[src/rtl/dct_mult_pkg.sv]
// dct_mult_pkg: shared defaults and requester-ID sizing for dct_mult_scheduler.
package dct_mult_pkg;
   localparam int N_DEF    = 8;
   localparam int NREQ_DEF = 4;
   function automatic int idw_f(input int n);
      return (n > 1) ? $clog2(n) : 1;
   endfunction
   localparam int IDW_DEF = idw_f(NREQ_DEF);
   typedef logic [IDW_DEF-1:0] req_id_t;
endpackage

[src/rtl/rr_arbiter.sv]
// rr_arbiter: round-robin pick starting one past ptr_i; one-hot grant plus encoded index.
module rr_arbiter
   import dct_mult_pkg::*;
#(
   parameter int NREQ = NREQ_DEF,
   parameter int IDW  = idw_f(NREQ)
) (
   input  logic [NREQ-1:0] req_i,
   input  logic [IDW-1:0]  ptr_i,
   input  logic            en_i,
   output logic [NREQ-1:0] gnt_o,
   output logic [IDW-1:0]  gnt_idx_o
);
   logic           found;
   logic [IDW-1:0] idx;
   always_comb begin
      gnt_o     = '0;
      gnt_idx_o = '0;
      found     = 1'b0;
      idx       = '0;
      for (int k = 1; k <= NREQ; k++) begin
         idx = IDW'((int'(ptr_i) + k) % NREQ);
         if (en_i && !found && req_i[idx]) begin
            found      = 1'b1;
            gnt_o[idx] = 1'b1;
            gnt_idx_o  = idx;
         end
      end
   end
endmodule

[src/rtl/dct_mult_scheduler.sv]
// dct_mult_scheduler: round-robin sharing of one 2-stage N x N multiplier among NREQ requesters.
// Optional DCT_MULT_SCHED_STATS_EN adds a saturating stall_cycles counter output.
module dct_mult_scheduler
   import dct_mult_pkg::*;
#(
   parameter int N    = N_DEF,
   parameter int NREQ = NREQ_DEF
) (
   input  logic                   clk,
   input  logic                   rst,
   input  logic [NREQ-1:0]        req_valid,
   output logic [NREQ-1:0]        req_ready,
   input  logic [NREQ*N-1:0]      req_a,
   input  logic [NREQ*N-1:0]      req_b,
   output logic                   rsp_valid,
   input  logic                   rsp_ready,
   output logic [idw_f(NREQ)-1:0] rsp_id,
   output logic [2*N-1:0]         rsp_result,
`ifdef DCT_MULT_SCHED_STATS_EN
   output logic                   busy,
   output logic [15:0]            stall_cycles
`else
   output logic                   busy
`endif
);
   localparam int IDW = idw_f(NREQ);

   logic            s1_v_q, s1_v_d, s2_v_q, s2_v_d;
   logic [N-1:0]    s1_a_q, s1_a_d, s1_b_q, s1_b_d, sel_a, sel_b;
   logic [IDW-1:0]  s1_id_q, s1_id_d, s2_id_q, s2_id_d, last_q, last_d, gnt_idx;
   logic [2*N-1:0]  s2_p_q, s2_p_d;
   logic [NREQ-1:0] gnt;
   logic            s2_adv, s1_free, acc;

   assign s2_adv  = !s2_v_q || rsp_ready;
   assign s1_free = !s1_v_q || s2_adv;

   // Arbitration is held off during reset so req_ready drops with rst immediately.
   rr_arbiter #(.NREQ(NREQ), .IDW(IDW)) u_arb (
      .req_i     (req_valid),
      .ptr_i     (last_q),
      .en_i      (s1_free && !rst),
      .gnt_o     (gnt),
      .gnt_idx_o (gnt_idx)
   );

   assign req_ready  = gnt;
   assign acc        = |gnt;
   assign rsp_valid  = s2_v_q;
   assign rsp_id     = s2_id_q;
   assign rsp_result = s2_p_q;
   assign busy       = s1_v_q || s2_v_q;

   always_comb begin
      sel_a = '0;
      sel_b = '0;
      for (int i = 0; i < NREQ; i++)
         if (gnt[i]) begin
            sel_a = req_a[i*N +: N];
            sel_b = req_b[i*N +: N];
         end
   end

   always_comb begin
      s1_v_d  = acc || (s1_v_q && !s2_adv);
      s1_a_d  = acc ? sel_a : s1_a_q;
      s1_b_d  = acc ? sel_b : s1_b_q;
      s1_id_d = acc ? gnt_idx : s1_id_q;
      s2_v_d  = s2_adv ? s1_v_q : s2_v_q;
      s2_p_d  = (s2_adv && s1_v_q) ? {{N{1'b0}}, s1_a_q} * {{N{1'b0}}, s1_b_q} : s2_p_q;
      s2_id_d = (s2_adv && s1_v_q) ? s1_id_q : s2_id_q;
      last_d  = acc ? gnt_idx : last_q;
   end

   always_ff @(posedge clk or posedge rst) begin
      if (rst) begin
         s1_v_q  <= 1'b0;
         s1_a_q  <= '0;
         s1_b_q  <= '0;
         s1_id_q <= '0;
         s2_v_q  <= 1'b0;
         s2_p_q  <= '0;
         s2_id_q <= '0;
         last_q  <= IDW'(NREQ - 1);
      end else begin
         s1_v_q  <= s1_v_d;
         s1_a_q  <= s1_a_d;
         s1_b_q  <= s1_b_d;
         s1_id_q <= s1_id_d;
         s2_v_q  <= s2_v_d;
         s2_p_q  <= s2_p_d;
         s2_id_q <= s2_id_d;
         last_q  <= last_d;
      end
   end

`ifdef DCT_MULT_SCHED_STATS_EN
   logic [15:0] stall_q, stall_d;
   assign stall_d      = (s2_v_q && !rsp_ready && stall_q != 16'hFFFF) ? stall_q + 16'd1 : stall_q;
   assign stall_cycles = stall_q;
   always_ff @(posedge clk or posedge rst) begin
      if (rst) stall_q <= '0;
      else     stall_q <= stall_d;
   end
`endif
endmodule
[config.mk]
export PLATFORM = sky130hd
export DESIGN_NAME = dct_mult_scheduler
export DESIGN_NICKNAME = d
export VERILOG_FILES = /design/src/rtl/dct_mult_pkg.sv /design/src/rtl/rr_arbiter.sv /design/src/rtl/dct_mult_scheduler.sv
export SDC_FILE = /design/constraint.sdc
export NUM_CORES = 1
export LEC_CHECK = 0
export CAP_MARGIN = 40
export CORE_UTILIZATION = 40
export DETAILED_ROUTE_END_ITERATION = 6
export PLACE_DENSITY_LB_ADDON = 0.05
export SYNTH_ARGS = -nofsm -noshare
export SYNTH_HDL_FRONTEND = slang
export SYNTH_HIERARCHICAL = 1
export SYNTH_SLANG_ARGS = --single-unit
export TNS_END_PERCENT = 20
[constraint.sdc]
create_clock -name clk -period 4.7 [get_ports clk]
set_clock_uncertainty 0.2 [all_clocks]
set_input_delay 1.41 -clock clk [delete_from_list [all_inputs] [get_ports clk]]
set_output_delay 1.41 -clock clk [all_outputs]
set_load 0.05 [all_outputs]
Word-level counts from Yosys, hierarchy flattened
Index checks and enable logic that the tools add are counted.
- flip-flop bits (word level): 40
- input bits: 71
- output and inout bits: 24
- add/sub/neg operators: 4
- $mul: 1
- order comparisons: 8
- mux-type cells: 35
- bitwise logic cells: 3
- reduce and logical (&&, ||, !) cells: 26
- operators with widths (cell ; count):
    2-to-1 mux 8 bit ; 8
    multiplier 8 x 8 -> 16 bit ; 1
    2-to-1 mux 4 bit ; 4
    logical AND 1 bit ; 14
    < comparator 2 x 3 -> 1 bit (second input constant) ; 4
    OR 4 bit ; 3
    2-to-1 mux 1 bit ; 11
    binary-select mux 1 bit (select 2 bit) ; 4
    demux 1 bit (select 2 bit) ; 4
    >= comparator 2 x 1 -> 1 bit (second input constant) ; 4
    2-to-1 mux 2 bit ; 4
    zero test 1 bit ; 7
    adder 2 x 1 -> 2 bit (second input constant) ; 2
    adder 2 bit (second input constant) ; 2
    logical OR 1 bit ; 4
    OR reduction 4 bit ; 1

Depth between registers and ports, before layout
Gate-level depths: netlist of the first run.
- depth after elaboration: 22
- gate-level depth with buffers: 16

Modules after synthesis
Netlist of the first run, hierarchy kept.
- by module, submodules not included (module ; instances ; cells each ; area each (µm²)):
    dct_mult_scheduler ; 1 ; 432 ; 3946.3
    rr_arbiter ; 1 ; 73 ; 531.8

Worst setup path after synthesis of the first run
Ideal clock, no wire load.
- path type: input to output
- from: in req_valid[1]
- to: out req_ready[2]
- data arrival time: 3.105 ns
- data required time: 3.090 ns
- setup slack: -0.015 ns
- cell stages on the path: 5
- buffers on the path: 1
- cell sequence: buf_2 > mux4_2 > or2_1 > a211oi_2 > a221o_1
- cells in the longest elaborated chain, start to end: 16
- RTL lines (what ; RTL line ; source):
    start: declaration ; dct_mult_scheduler.sv:11 ; input logic [NREQ-1:0] req_valid,
    binary-select mux 1 bit (select 2 bit) ; rr_arbiter.sv:23 ; if (en_i && !found && req_i[idx]) begin
    2-to-1 mux 1 bit (implied by the code) ; rr_arbiter.sv:23 ;
    logical AND 1 bit ; rr_arbiter.sv:23 ;
    2-to-1 mux 1 bit ; rr_arbiter.sv:23 ;
    zero test 1 bit ; rr_arbiter.sv:23 ;
    logical AND 1 bit (2 in a row) ; rr_arbiter.sv:23 ;
    2-to-1 mux 1 bit ; rr_arbiter.sv:23 ;
    zero test 1 bit ; rr_arbiter.sv:23 ;
    logical AND 1 bit (2 in a row) ; rr_arbiter.sv:23 ;
    2-to-1 mux 1 bit ; rr_arbiter.sv:23 ;
    zero test 1 bit ; rr_arbiter.sv:23 ;
    logical AND 1 bit (2 in a row) ; rr_arbiter.sv:23 ;
    2-to-1 mux 4 bit (*) ; rr_arbiter.sv:23 ;
    end: declaration ; dct_mult_scheduler.sv:12 ; output logic [NREQ-1:0] req_ready,
Mark *: on every way between the ends. The rest lies on a longest branch, timed or not. The select of a mux whose other input is x is not followed.

Worst setup path in the final report of the first run
- from: in req_valid[2]
- to: out req_ready[1]
Same word-level chain as after synthesis.

==> flow_summary.toml, run 1 <==
[status]
status = "finished clean"

[floorplan]
initial_core_util_pct = 41.1
dieArea_sq_um = 11600
io_pins = 95
die_h_um = 108
fp-row-count = 38
die_w_um = 108
core_area_sq_um = 10900

[final_layout]
final_common_cell = "clkdlybuf4s50_1"
regArea_sq_um = 1000
area_delta_synth_final_pct = 33.2
antennaDiodeCount = 0
layout-drive-gt1-share_pct = 12.3
final_net_count = 767
multi_input_comb_area_sq_um = 3210
layout_common_cells = "clkdlybuf4s50_1 (85), nand2_1 (63), inv_1 (60)"
num-fill-cells = 1004

[clock_network]
cts_made_buffers = 5
clock_latency_ns = 0.30
cts_max_path_buffers = 2
cts_sinks = 40
cts_tree = "built"
clk_pin_slew_ns = 0.08
h-tree-depth = 2
ctsHoldBuffers = 0
root_buffer = "clkbuf_8"

[drt]
dr.max_layer_used = "met4"
met2_length_mm = 5.33
drc = 0
vias = 3971
drt_wl_total_mm = 11.0
dr_wl_met3_um = 450
vias_per_cell = 5.24
ant_nets = 0
first_iter_violations = 130
routedWlPerCell_um = 14.5
m1WireLength_mm = 5.11
drt_first_pass_iters = 4

[synthesis]
synth_edf_count = 0
muxShareOfSynthArea_pct = 1.48
synth_compound_area_share_pct = 17.1
synth_top_family_by_area = "adder cells"
yosys.area_share.simple_pct = 21.8
syn_area_sq_um = 4480
synth-xor-area-share_pct = 1.56
synth_warnings = 6
ys_types = 52
syn_nets = 655
avgSynthCellArea_sq_um = 8.87
ys_seq_area_share_pct = 22.4
synthAdderAreaFrac_pct = 28.1
ys_ff_latch = 40
synthFlopType = "dfrtp_1"
synth_async_sr_flop_share_pct = 100
synth_cells = 505

[sta]
finalHoldViolCount = 0
timing.final.crit_period_ns = 4.64
drv_slew = 0
post-route-period-util_pct = 98.7
max_freq_mhz = 216
setup_viol = 0
worst_slew_pin_slew_ns = 0.939
worst_slack_ns = 0.0610
grt_setup_unrepaired = "true"
fin_hold_ws_ns = 0.272
max_slew_margin_pct = 37.3

[global_routing]
grt_pass1_vias = 3958
grt_pass1_wl_mm = 18.5
antenna_found_initial = 0
grt_overflow_total = 0
grt_use_total_pct = 20.1
grt_max_degree = 36

[worst_setup_path]
cp-start-kind = "input pin"
path_class = "in -> out"
crit_path_end_kind = "output pin"
crit_fanout = 5
critPathRequiredTime_ns = 3.09
critical_path_arrival_ns = 3.03

[run]
cap_viol_max_count = 0

[placement]
portBuffers = 94
place_ws_ns = -0.253
hpwl_mm = 9.01
routabilityCongestion = 0.871

[worst_hold_path]
hold_path.class = "reg -> reg"
==> worst max-delay path, stage by stage <==
cell             delay, ns
clkdlybuf4s15_2       0.19
mux4_2                0.52
or3b_1                0.38
a21oi_2               0.17
a221o_1               0.20
buf_12                0.15
==> cell type report <==
| class | count | area share [%] |
|---|---|---|
| clock inverters | 2 | 0.587 |
| repair buffers | 130 | 20.9 |
| multi-input cells | 380 | 53.7 |
| inverters | 60 | 3.78 |
| clock buffers | 6 | 1.22 |
| well taps | 140 | 2.94 |
| flip-flops and latches | 40 | 16.8 |
==> cell families after synthesis <==
family	Yosys count
compound gates	101
xor+xnor	8
fa+ha+maj	79
buf+inv	85
flops	40
mux	4
simple gates	188
==> stage by stage <==
stage	TNS, ns	area [sq um]	utilization [%]	cells
2_1_floorplan	0	4480	-	505
3_3_place_gp	-1.55	5780	53.1	747
3_5_place_dp	-3.93	5780	53.1	747
4_1_cts	0	5920	54.3	756
5_1_grt	-0.00664	5970	54.8	758
6_report	0	5970	54.8	758
==> state kept, by name, indices dropped and copies added (netlist names) <==
signal / count
rsp_result: 16
rsp_id: 2
s1_b_q: 8
rsp_valid: 1
s1_id_q: 2
s1_v_q: 1
s1_a_q: 8
last_q: 2
==> metal layers <==
layer  track usage (%)  vias to the layer above
li1                  -                     1959
met1              26.6                     1898
met2              34.2                      103
met3              3.21                       11
met4              4.70                        0
met5                 0                        -
==> cell usage after synthesis (all sizes together) (8+ instances only) <==
cell | instances | share of area, %
clkbuf | 17 | 1.4
o21ai | 17 | 1.9
a21oi | 20 | 2.4
nor2b | 18 | 2.5
a221o | 20 | 4.5
and2 | 46 | 6.4
inv | 60 | 5.0
fa | 36 | 16
buf | 8 | 1.0
nand3 | 9 | 1.0
dfrtp | 38 | 21
a221oi | 16 | 3.1
ha | 43 | 12
nor3 | 20 | 2.2
nor2 | 9 | 0.75
nand2 | 64 | 5.4
==> final timing paths <==
check | startpoint | to | slack [ns] | depth (start not counted)
min in group asynchronous | rst | s1_id_q[0]$_DFFE_PP0P_ | 1.40 | 2
min reg2reg | rsp_result[0]$_DFFE_PP0P_ | rsp_result[0]$_DFFE_PP0P_ | 0.27 | 2
max in group asynchronous | rst | rsp_result[5]$_DFFE_PP0P_ | 2.15 | 3
max | req_valid[2] | req_ready[1] | 0.06 | 6
max reg2reg | s1_b_q[4]$_DFFE_PP0P_ | rsp_result[15]$_DFFE_PP0P_ | 0.18 | 14
min | rsp_result[0]$_DFFE_PP0P_ | rsp_result[0]$_DFFE_PP0P_ | 0.27 | 2
==> what timing repair did <==
| action | in CTS | in global routing |
|---|---|---|
| setup buffers | 1 | 2 |
| gates resized for setup | 19 | 6 |
| pin swaps | 4 | 6 |
| setup endpoints to repair | 4 | 8 |
Power of run 1 is not shown: default switching activity piles up to over one toggle a cycle in this logic, so the estimate is an artifact.
==> inputs of run 2 (changes only) <==
clock period = 4.12 ns   (was 4.7 ns; I/O delays follow)
==> flow_summary.toml, run 2 (synthesized netlist as in run 1, its figures left out) <==
[status]
status = "finished with violations"
violations = "negative setup slack"

[global_routing]
antenna_found_initial = 0
grtUsageMet3_pct = 2.42
grt_use_met1_pct = 26.6
grt_max_degree = 41
grt_overflow_total = 0
grt_use_total_pct = 20.0
use_met2_pct = 34.7
grt_pass1_vias = 3997
grt_pass1_wl_mm = 18.7
grt-busiest-layer = "met2"

[drt]
first_iter_violations = 223
vias = 4104
routedWlPerCell_um = 14.0
ant_nets = 0
drt_wl_total_mm = 11.1
drt_first_pass_iters = 4
drc = 0
vias_per_cell = 5.18

[sta]
grt_setup_unrepaired = "true"
max_slew_margin_pct = 61.4
post-route-period-util_pct = 106
fin_hold_ws_ns = 0.284
finalHoldViolCount = 0
drv_slew = 0
timing.final.crit_period_ns = 4.39
setup_viol = 10
worst_slack_ns = -0.266
worst_slew_pin_slew_ns = 0.576
timing.setup.tns_ns = -1.34
max_freq_mhz = 228

[clock_network]
clock_latency_ns = 0.29
h-tree-depth = 2
ctsHoldBuffers = 0
cts_max_path_buffers = 2
root_buffer = "clkbuf_8"
cts_made_buffers = 5
clk_pin_slew_ns = 0.09
cts_sinks = 40
cts_tree = "built"

[floorplan]
core_area_sq_um = 10900
dieArea_sq_um = 11600
die_h_um = 108
initial_core_util_pct = 41.1
fp-row-count = 38
die_w_um = 108
io_pins = 95

[placement]
routabilityCongestion = 0.838
dp_cells = 777
place_area_sq_um = 6080
portBuffers = 94
hpwl_mm = 9.18

[worst_setup_path]
critical_path_arrival_ns = 4.41
path_cells = "and2_4, fa_1, inv_2, fa_2, inv_2, fa_1, inv_1, fa_1, inv_2, ha_4, a21oi_2, o21ai_2, a31o_2, or4_4, nand3_2"
cpMaxStageDelayCell = "fa_1"
cp-start-kind = "flip-flop"
critPathRequiredTime_ns = 4.15
path_class = "reg -> reg"
slowest_delay_ns = 0.55
crit_path_end_kind = "flip-flop"
crit_fanout = 7

[final_layout]
layout_common_cells = "clkdlybuf4s50_1 (84), buf_4 (67), nand2_1 (63)"
postLayoutCellArea_sq_um = 6360
antennaDiodeCount = 0
final_common_cell = "clkdlybuf4s50_1"
area_delta_synth_final_pct = 42.0
layout-drive-gt1-share_pct = 20.4
largest_reg_flops = 16
final_cells = 792
final_net_count = 801

[worst_hold_path]
hold_path.class = "reg -> reg"

[run]
cap_viol_max_count = 0
==> run 2: cell types whose count changed in the layout (fill, tap and decap cells not counted), moves of 3 or more <==
| cell | delta |
|---|---|
| buf_4 | +31 |
| buf_6 | +7 |
| inv_1 | -5 |
| inv_2 | +5 |
| a221o_1 | -3 |
| a221o_2 | +3 |
| dfrtp_1 | -3 |
| dfrtp_2 | +3 |
| ha_4 | +3 |
| xnor2_1 | -3 |
| xnor2_2 | +3 |
==> run 2: layout make-up <==
type / instances / area [sq um]
Fill cell: 978 / 4530
Multi-Input combinational cell: 380 / 3300
Timing Repair Buffer: 164 / 1520
Sequential cell: 40 / 1010
Inverter: 60 / 225
Tap cell: 140 / 175
Clock buffer: 7 / 96.3
Clock inverter: 1 / 30.0
==> run 2: worst paths after layout <==
| check | startpoint | end | slack, ns | depth (start not counted) |
|---|---|---|---|---|
| min in group asynchronous | rst | rsp_valid$_DFFE_PP0N_ | 1.02 | 3 |
| setup / recovery | s1_a_q[3]$_DFFE_PP0P_ | rsp_result[14]$_DFFE_PP0P_ | -0.27 | 15 |
| max in group asynchronous | rst | s1_b_q[4]$_DFFE_PP0P_ | 2.34 | 3 |
| setup reg to reg | s1_a_q[3]$_DFFE_PP0P_ | rsp_result[14]$_DFFE_PP0P_ | -0.27 | 15 |
| hold / removal | rsp_result[1]$_DFFE_PP0P_ | rsp_result[1]$_DFFE_PP0P_ | 0.28 | 2 |
| hold reg to reg | rsp_result[1]$_DFFE_PP0P_ | rsp_result[1]$_DFFE_PP0P_ | 0.28 | 2 |
==> run 2: layer usage <==
layer | vias to the layer above | part of all wire [%]
met2 | 96 | 50
li1 | 2032 | -
met5 | - | 0
met4 | 0 | 0.70
met3 | 6 | 3.9
met1 | 1970 | 46
==> run 2: metrics by stage <==
stage / setup slack (ns) / util (%)
2_1_floorplan: -0.134 / -
5_1_grt: -0.395 / 58.4
4_1_cts: -0.270 / 58.0
3_3_place_gp: -0.414 / 55.7
3_5_place_dp: -0.498 / 55.8
6_report: -0.266 / 58.4
==> run 2: repair_timing <==
| item | 4_1_cts | 5_1_grt |
|---|---|---|
| endpoints found under the setup margin | 12 | 12 |
| buffers inserted | 7 | 0 |
| gates resized for setup | 37 | 11 |
| pin swaps | 14 | 1 |
==> run 2: worst max-delay path, delay by kind of cell (launching register included) <==
family,cells,cell delay (ns)
AND/OR/NAND/NOR,3,0.76
buffers and inverters,4,0.18
flip-flops,1,0.46
adder cells (fa/ha/maj),5,2.28
AO/OA/AOI/OAI,3,0.43
Power of run 2 is left out for the same reason.
